[config.mk]
export PLATFORM = sky130hd
export DESIGN_NAME = tff_bank_ctrl_flat
export DESIGN_NICKNAME = d
export VERILOG_FILES = /design/src/rtl/tff_bank_ctrl_if.sv /design/src/rtl/tff_bank_ctrl.sv /design/src/flat_wrapper.sv
export SDC_FILE = /design/constraint.sdc
export NUM_CORES = 1
export LEC_CHECK = 0
export ABC_AREA = 1
export CAP_MARGIN = 20
export CORE_MARGIN = 3
export CORE_UTILIZATION = 46
export CTS_CLUSTER_DIAMETER = 40
export DETAILED_ROUTE_END_ITERATION = 6
export HOLD_SLACK_MARGIN = 0.05
export PLACE_DENSITY = 0.74
export SYNTH_ARGS = -nofsm -noshare
export SYNTH_HDL_FRONTEND = slang
export SYNTH_SLANG_ARGS = --single-unit
[constraint.sdc]
create_clock -name clk -period 2.1 [get_ports clk]
set_input_delay 0.42 -clock clk [delete_from_list [all_inputs] [get_ports clk]]
set_output_delay 0.42 -clock clk [all_outputs]
set_load 0.1 [all_outputs]
[src/rtl/tff_bank_ctrl_if.sv]
// Command handshake and T-flop bank connection for tff_bank_ctrl.
// The slave modport is the controller view; master is the command source / bank view.
interface tff_bank_ctrl_if #(
    parameter int WIDTH = 4
);
    logic             cmd_valid;
    logic             cmd_ready;
    logic [1:0]       cmd_op;
    logic [WIDTH-1:0] cmd_data;
    logic [1:0]       cmd_mode;
    logic [WIDTH-1:0] q;
    logic [WIDTH-1:0] toggle;
    logic             running;
    logic             done;
    logic             wrap;

    modport slave (
        input  cmd_valid, cmd_op, cmd_data, cmd_mode, q,
        output cmd_ready, toggle, running, done, wrap
    );

    modport master (
        output cmd_valid, cmd_op, cmd_data, cmd_mode, q,
        input  cmd_ready, toggle, running, done, wrap
    );
endinterface

[src/rtl/tff_bank_ctrl.sv]
// Sequences an external T-flop bank as a loadable, limit-wrapping counter using toggles only.
// Optional down counting is enabled by defining TFF_CTRL_DOWN_EN.
module tff_bank_ctrl #(
    parameter int WIDTH = 4
) (
    input  logic           clk,
    input  logic           reset_n,
    tff_bank_ctrl_if.slave ctl
);
    typedef enum logic [1:0] {S_IDLE, S_APPLY, S_RUN, S_DONE} state_e;

    localparam logic [1:0] OP_LOAD  = 2'b00;
    localparam logic [1:0] OP_START = 2'b01;
    localparam logic [1:0] OP_STOP  = 2'b10;
    localparam logic [1:0] OP_CLEAR = 2'b11;

    state_e           state_q, state_d;
    logic [WIDTH-1:0] target_q, target_d;
    logic [WIDTH-1:0] limit_q, limit_d;
    logic             oneshot_q, oneshot_d;
    logic [WIDTH-1:0] toggle_c;
    logic             wrap_c;
    logic             accept;
    logic [WIDTH-1:0] inc_tog;

    // Bit i of an increment flips when every lower bit is one.
    assign inc_tog[0] = 1'b1;
    generate
        for (genvar gi = 1; gi < WIDTH; gi++) begin : g_inc
            assign inc_tog[gi] = &ctl.q[gi-1:0];
        end
    endgenerate

`ifdef TFF_CTRL_DOWN_EN
    logic             down_q, down_d;
    logic [WIDTH-1:0] dec_tog;

    assign dec_tog[0] = 1'b1;
    generate
        for (genvar gi = 1; gi < WIDTH; gi++) begin : g_dec
            assign dec_tog[gi] = ~|ctl.q[gi-1:0];
        end
    endgenerate
`else
    logic unused_mode_bit;
    assign unused_mode_bit = ctl.cmd_mode[1];
`endif

    assign accept = ctl.cmd_valid && (state_q != S_APPLY);

    always_comb begin
        state_d   = state_q;
        target_d  = target_q;
        limit_d   = limit_q;
        oneshot_d = oneshot_q;
`ifdef TFF_CTRL_DOWN_EN
        down_d    = down_q;
`endif
        toggle_c  = '0;
        wrap_c    = 1'b0;

        if (state_q == S_APPLY) begin
            toggle_c = ctl.q ^ target_q;
            state_d  = S_IDLE;
        end else if (accept) begin
            // Commands pre-empt counting, so no wrap can occur in an accept cycle.
            case (ctl.cmd_op)
                OP_LOAD: begin
                    target_d = ctl.cmd_data;
                    state_d  = S_APPLY;
                end
                OP_START: begin
                    limit_d   = ctl.cmd_data;
                    oneshot_d = ctl.cmd_mode[0];
`ifdef TFF_CTRL_DOWN_EN
                    down_d    = ctl.cmd_mode[1];
`endif
                    state_d   = S_RUN;
                end
                OP_STOP: begin
                    state_d = S_IDLE;
                end
                default: begin
                    toggle_c = ctl.q;
                    state_d  = S_IDLE;
                end
            endcase
        end else if (state_q == S_RUN) begin
`ifdef TFF_CTRL_DOWN_EN
            if (down_q) begin
                if (ctl.q == '0) begin
                    toggle_c = ctl.q ^ limit_q;
                    wrap_c   = 1'b1;
                    state_d  = oneshot_q ? S_DONE : S_RUN;
                end else begin
                    toggle_c = dec_tog;
                end
            end else
`endif
            if (ctl.q == limit_q) begin
                toggle_c = ctl.q;
                wrap_c   = 1'b1;
                state_d  = oneshot_q ? S_DONE : S_RUN;
            end else begin
                toggle_c = inc_tog;
            end
        end
    end

    always_ff @(posedge clk or negedge reset_n) begin
        if (!reset_n) begin
            state_q   <= S_IDLE;
            target_q  <= '0;
            limit_q   <= '0;
            oneshot_q <= 1'b0;
`ifdef TFF_CTRL_DOWN_EN
            down_q    <= 1'b0;
`endif
        end else begin
            state_q   <= state_d;
            target_q  <= target_d;
            limit_q   <= limit_d;
            oneshot_q <= oneshot_d;
`ifdef TFF_CTRL_DOWN_EN
            down_q    <= down_d;
`endif
        end
    end

    assign ctl.toggle    = toggle_c;
    assign ctl.wrap      = wrap_c;
    assign ctl.cmd_ready = (state_q != S_APPLY);
    assign ctl.running   = (state_q == S_RUN);
    assign ctl.done      = (state_q == S_DONE);
endmodule

[src/flat_wrapper.sv]
// flat-port wrapper written by rule: the top's interface ports become plain ports
module tff_bank_ctrl_flat 
#(
    parameter int WIDTH = 4
)
  (clk, reset_n, ctl_cmd_valid, ctl_cmd_op, ctl_cmd_data, ctl_cmd_mode, ctl_q, ctl_cmd_ready, ctl_toggle, ctl_running, ctl_done, ctl_wrap);
  tff_bank_ctrl_if #(.WIDTH(WIDTH)) ctl_i ();
  input  logic clk;
  input  logic reset_n;
  input wire logic [$bits(ctl_i.cmd_valid)-1:0] ctl_cmd_valid;
  input wire logic [$bits(ctl_i.cmd_op)-1:0] ctl_cmd_op;
  input wire logic [$bits(ctl_i.cmd_data)-1:0] ctl_cmd_data;
  input wire logic [$bits(ctl_i.cmd_mode)-1:0] ctl_cmd_mode;
  input wire logic [$bits(ctl_i.q)-1:0] ctl_q;
  output wire logic [$bits(ctl_i.cmd_ready)-1:0] ctl_cmd_ready;
  output wire logic [$bits(ctl_i.toggle)-1:0] ctl_toggle;
  output wire logic [$bits(ctl_i.running)-1:0] ctl_running;
  output wire logic [$bits(ctl_i.done)-1:0] ctl_done;
  output wire logic [$bits(ctl_i.wrap)-1:0] ctl_wrap;
  assign ctl_i.cmd_valid = ctl_cmd_valid;
  assign ctl_i.cmd_op = ctl_cmd_op;
  assign ctl_i.cmd_data = ctl_cmd_data;
  assign ctl_i.cmd_mode = ctl_cmd_mode;
  assign ctl_i.q = ctl_q;
  assign ctl_cmd_ready = ctl_i.cmd_ready;
  assign ctl_toggle = ctl_i.toggle;
  assign ctl_running = ctl_i.running;
  assign ctl_done = ctl_i.done;
  assign ctl_wrap = ctl_i.wrap;
  tff_bank_ctrl #(.WIDTH(WIDTH)) u_core (.clk(clk), .reset_n(reset_n), .ctl(ctl_i));
endmodule
==> flow_summary.json, run 1 <==
{
  "synthesis_warnings": 0,
  "summed_instance_area_of_the_synthesized_netlist_um2": 843,
  "async_reset_ff_share_pct": 100,
  "synth_area_per_cell_um2": 6.91,
  "tritoncts.num_buffers": 3,
  "toolErrorMsg": "[ERROR GRT-0232] Routing congestion too high. Check the congestion heatmap in the GUI.",
  "most_used_flip_flop_cell_after_synthesis": "sky130_fd_sc_hd__dfrtp_1",
  "die_width_um": 48.8,
  "top_level_port_count": 23,
  "placement.setup.worst_slack_ns": -0.211,
  "core.rowCount": 14,
  "grt_max_degree": 12,
  "grt.overflow.total": 19,
  "ys_ff_latch": 11,
  "netlist_top_cells_count": "sky130_fd_sc_hd__nand2_1 (42), sky130_fd_sc_hd__inv_1 (15), sky130_fd_sc_hd__dfrtp_1 (11)",
  "clockBufferDepth": 2,
  "gp_congestion": 0.824,
  "globalroute.repair_timing.worst_endpoint": "ctl_toggle[2]",
  "synthDominantCellAreaShare_pct": 32.6,
  "worstEndpointType": "output port",
  "lastStage": "global routing",
  "clock_sinks": 11,
  "yosysMostFrequentCell": "sky130_fd_sc_hd__nand2_1",
  "floorplan.initialDensity_pct": 52.3,
  "status": "stopped before the end",
  "yosysTopAreaCell": "sky130_fd_sc_hd__dfrtp_1",
  "cts_htree_levels": 1,
  "netlist_cell_types": 22,
  "placement.io_buffers": 21,
  "number_of_nets_produced_by_synthesis": 140,
  "final_hpwl_dp_um": 1910,
  "placed_cells": 186,
  "track_usage_pct": 59.4,
  "ctsHoldBuffers": 0,
  "die_h_um": 48.8,
  "clock_tree.root_cell": "sky130_fd_sc_hd__clkbuf_4",
  "synth-edff-count": 0,
  "post_synth_inst_count": 122,
  "yosysSeqAreaShare_pct": 32.6,
  "post_synth_main_area_contributors": "sky130_fd_sc_hd__dfrtp_1 (33%), sky130_fd_sc_hd__nand2_1 (19%), sky130_fd_sc_hd__inv_1 (6.7%), sky130_fd_sc_hd__nand3_1 (5.9%), sky130_fd_sc_hd__o21ai_0 (5.3%)"
}
-- timing repair --
item | CTS
pin swaps | 10
endpoints found under the hold margin | 0
resized for setup | 19
endpoints found under the setup margin | 5
buffers inserted | 5
-- cell families after synthesis --
family | Yosys count | synth area share (%)
multiplexers | 1 | 1.34
XOR/XNOR | 2 | 2.08
adder cells (fa/ha/maj) | 3 | 4.45
AO/OA/AOI/OAI | 18 | 11.9
flip-flops | 11 | 32.6
buffers and inverters | 22 | 10.8
AND/OR/NAND/NOR | 65 | 36.8
-- per-stage QoR --
step	util (%)	setup TNS, ns	cell area, um^2
after floorplan	-	-0.721	928
after global placement	86.9	-0.845	1400
after detailed placement	86.9	-0.968	1400
after CTS	93.7	-0.368	1510
-- routing by layer --
layer	track usage, %	overflow
met2	77.6	16
met4	58.8	3
met1	60.6	0
met5	0	0
met3	40.7	0
==> inputs of run 2 (changes only) <==
--- a/config.mk
+++ b/config.mk
@@ -7,12 +7,10 @@
 export LEC_CHECK = 0
 export ABC_AREA = 1
 export CAP_MARGIN = 20
-export CORE_MARGIN = 3
-export CORE_UTILIZATION = 46
-export CTS_CLUSTER_DIAMETER = 40
+export CORE_AREA = 3 3 64 66
 export DETAILED_ROUTE_END_ITERATION = 6
-export HOLD_SLACK_MARGIN = 0.05
-export PLACE_DENSITY = 0.74
+export DIE_AREA = 0 0 67 69
+export PLACE_DENSITY_LB_ADDON = 0.15
 export SYNTH_ARGS = -nofsm -noshare
 export SYNTH_HDL_FRONTEND = slang
 export SYNTH_SLANG_ARGS = --single-unit
==> run 2 against run 1 <==
The flow now finishes, with violations (setup timing); synthesized cell count stayed put; synthesized area unchanged.
==> flow_summary.json, run 2 <==
{
  "synthesis_warnings": 0,
  "p_clk_share_pct": 9.4,
  "fin_crit_ns": 2.10,
  "worst_ep_required_time_ns": 1.68,
  "route.final.wire_length_um": 2090,
  "critical_path_s_largest_stage_delay_ns": 0.38,
  "path_max_fanout": 4,
  "drt_first_iter_violations": 32,
  "largestRegisters": "u_core.limit_q (4), u_core.target_q (4), u_core.state_q (2)",
  "yosysMostFrequentCell": "sky130_fd_sc_hd__nand2_1",
  "ys_ff_latch": 11,
  "post_route_antenna_net_violation_count": 0,
  "worst_ir_drop_vdd_mv": 0.421,
  "rr_startpoint": "u_core.state_q[1]",
  "number_of_nets_produced_by_synthesis": 140,
  "slowest_stage": "sky130_fd_sc_hd__dfrtp_1",
  "power.total_uw": 2180,
  "power_report.internal_total_uw": 1070,
  "violated_checks": "setup timing",
  "status": "finished, violations left",
  "num-nets-final": 194,
  "grt_max_degree": 12,
  "clockBufferDepth": 2,
  "clk_latency_ns": 0.23,
  "detailedRoute.firstPassIterationCount": 4,
  "detail_route.wl_per_cell_um": 9.36,
  "filler_cells": 383,
  "most_used_flip_flop_cell_after_synthesis": "sky130_fd_sc_hd__dfrtp_1",
  "final_hpwl_dp_um": 1700,
  "clock_sinks": 11,
  "p_sw_uw": 1110,
  "synth-edff-count": 0,
  "summed_instance_area_of_the_synthesized_netlist_um2": 843,
  "worst_setup_path_start_kind": "flip-flop",
  "timing.max_cap.violations": 0,
  "grt.overflow.total": 0,
  "core_area_um2": 3630,
  "ctsHoldBuffers": 0,
  "max_freq_ghz": 0.475,
  "final_cell_mix": "sky130_fd_sc_hd__nand2_1 (37), sky130_fd_sc_hd__buf_4 (27), sky130_fd_sc_hd__inv_1 (11), sky130_fd_sc_hd__dfrtp_1 (11)",
  "yosysSeqAreaShare_pct": 32.6,
  "timing.hold.worst.class": "reg2reg",
  "netlist_cell_types": 22,
  "critical_path.cell_chain": "inv_2 > ha_4 > inv_16 > nand2_8 > nor2_4 > buf_6 > o31ai_4 > nand3_4 > buf_12",
  "timing.final.crit_share_pct": 100,
  "timing.max_slew.rel_slack_pct": 67.6,
  "finalMaxSlewViolations": 0,
  "via_count_of_the_first_global_routing_pass": 862,
  "sequentialPowerShare_pct": 16.3,
  "worst-slew-pin-transition_ns": 0.484,
  "p_leak_uw": 0.000782,
  "top_level_port_count": 23,
  "skew_ns": 0.00136,
  "post-route-worst-setup-slack_ns": -0.00349,
  "post_synth_inst_count": 122,
  "layout.cells.most_common": "sky130_fd_sc_hd__nand2_1",
  "dr_total_vias": 902,
  "critPathKind": "reg2out",
  "cts.reportedPaths.clkPinSlew_ns": 0.05,
  "share_comb_of_total_power_pct": 74.3,
  "grt_antenna_before_repair": 0,
  "detail_route.vias_per_cell": 4.04,
  "gp_congestion": 0.809,
  "synth_area_per_cell_um2": 6.91,
  "power.density_nw_per_um2": 1370,
  "hold_start": "u_core.target_q[3]",
  "post_synth_main_area_contributors": "sky130_fd_sc_hd__dfrtp_1 (33%), sky130_fd_sc_hd__nand2_1 (19%), sky130_fd_sc_hd__inv_1 (6.7%), sky130_fd_sc_hd__nand3_1 (5.9%), sky130_fd_sc_hd__o21ai_0 (5.3%)",
  "tritoncts": "done",
  "hold_viol": 0,
  "floorplan.initialDensity_pct": 23.2,
  "switching_share_pct": 50.9,
  "cp_data_arrival_time_ns": 1.68,
  "netlist_top_cells_count": "sky130_fd_sc_hd__nand2_1 (42), sky130_fd_sc_hd__inv_1 (15), sky130_fd_sc_hd__dfrtp_1 (11)",
  "tritoncts.num_buffers": 3,
  "drt_drc_violations_left": 0,
  "kind_of_end_point_of_the_critical_path": "output port",
  "grt_pass1_wl_um": 3640,
  "num_antenna_cells": 0,
  "grt_setup_unrepaired": "true",
  "finalCoreUtilization_pct": 44.0,
  "post_route_cells_drive_above_1_share_pct": 44.6,
  "placement.io_buffers": 21,
  "clock_tree.root_cell": "sky130_fd_sc_hd__clkbuf_8",
  "setup_viol": 1,
  "die_width_um": 67,
  "area_growth_pct": 89.5,
  "cts_htree_levels": 1,
  "async_reset_ff_share_pct": 100,
  "track_usage_pct": 9.73,
  "floorplan.die_area_um2": 4620,
  "setup.worst_path.start": "u_core.state_q[1]",
  "core.rowCount": 22,
  "die_h_um": 69,
  "synthDominantCellAreaShare_pct": 32.6,
  "yosysTopAreaCell": "sky130_fd_sc_hd__dfrtp_1"
}
## run 2: cell type report
class / instances / area (um^2) / area share [%]
Clock buffer: 4 / 45.0 / 2.82
Inverter: 21 / 105 / 6.58
Multi-Input combinational cell: 89 / 618 / 38.7
Sequential cell: 11 / 275 / 17.2
Tap cell: 48 / 60.1 / 3.76
Timing Repair Buffer: 50 / 494 / 30.9
## run 2: routing by layer
metal | share of wire (%) | global-route usage [%]
met1 | 50 | 13.4
met5 | 0 | 0
met4 | 0.43 | 3.38
met3 | 3.3 | 0.977
met2 | 47 | 15.5
## run 2: what timing repair did
item	CTS	global route
setup buffers	3	5
resized for setup	19	17
gates cloned	0	0
endpoints found under the setup margin	5	5
pin swaps	8	10
## run 2: per-stage QoR
step | setup TNS, ns | cell area [um^2] | hold slack [ns] | worst slack [ns] | cells
floorplan | -0.721 | 928 | 0.124 | -0.290 | 122
global placement | -1.18 | 1450 | 0.488 | -0.269 | 214
detailed placement | -1.28 | 1450 | 0.491 | -0.285 | 214
CTS | -0.0141 | 1560 | 0.509 | -0.0141 | 219
global route | -0.343 | 1600 | 0.527 | -0.0951 | 223
finish | -0.00349 | 1600 | 0.510 | -0.00349 | 223
## run 2: worst max-delay path: cells and delay by family (launching register included)
| family | cells | cell delay (ns) |
|---|---|---|
| compound gates | 1 | 0.26 |
| fa+ha+maj | 1 | 0.19 |
| buf+inv | 4 | 0.39 |
| flops | 1 | 0.38 |
| simple gates | 3 | 0.22 |
## run 2: path summary, 6_finish.rpt
check | slack [ns] | depth (start not counted) | to
max | -0.003 | 9 | ctl_toggle[0]
min | 0.51 | 2 | u_core.target_q[3]
max reg2reg | 0.52 | 9 | u_core.oneshot_q
min reg2reg | 0.51 | 2 | u_core.target_q[3]
max in group asynchronous | 1.25 | 1 | u_core.limit_q[0]
min in group asynchronous | 0.52 | 1 | u_core.limit_q[2]
## run 2: cells by family after synthesis
group / Yosys count / share of synthesized area, %
and+or+nand+nor: 65 / 36.8
AOI/OAI and AO/OA: 18 / 11.9
DFF: 11 / 32.6
adders and majority gates: 3 / 4.45
buffers and inverters: 22 / 10.8
muxes: 1 / 1.34
xor gates and xnor gates: 2 / 2.08
## run 2: power by group through the flow
stage | clock [uW] | combinational, uW | sequential [uW]
after floorplan | 0 | 1010 | 342
after global routing | 222 | 1730 | 368
after global placement | 0 | 1500 | 343
after CTS | 213 | 1590 | 350
final | 205 | 1620 | 355
after detailed placement | 0 | 1510 | 346
No activity file was read; power rests on OpenSTA's default activity.
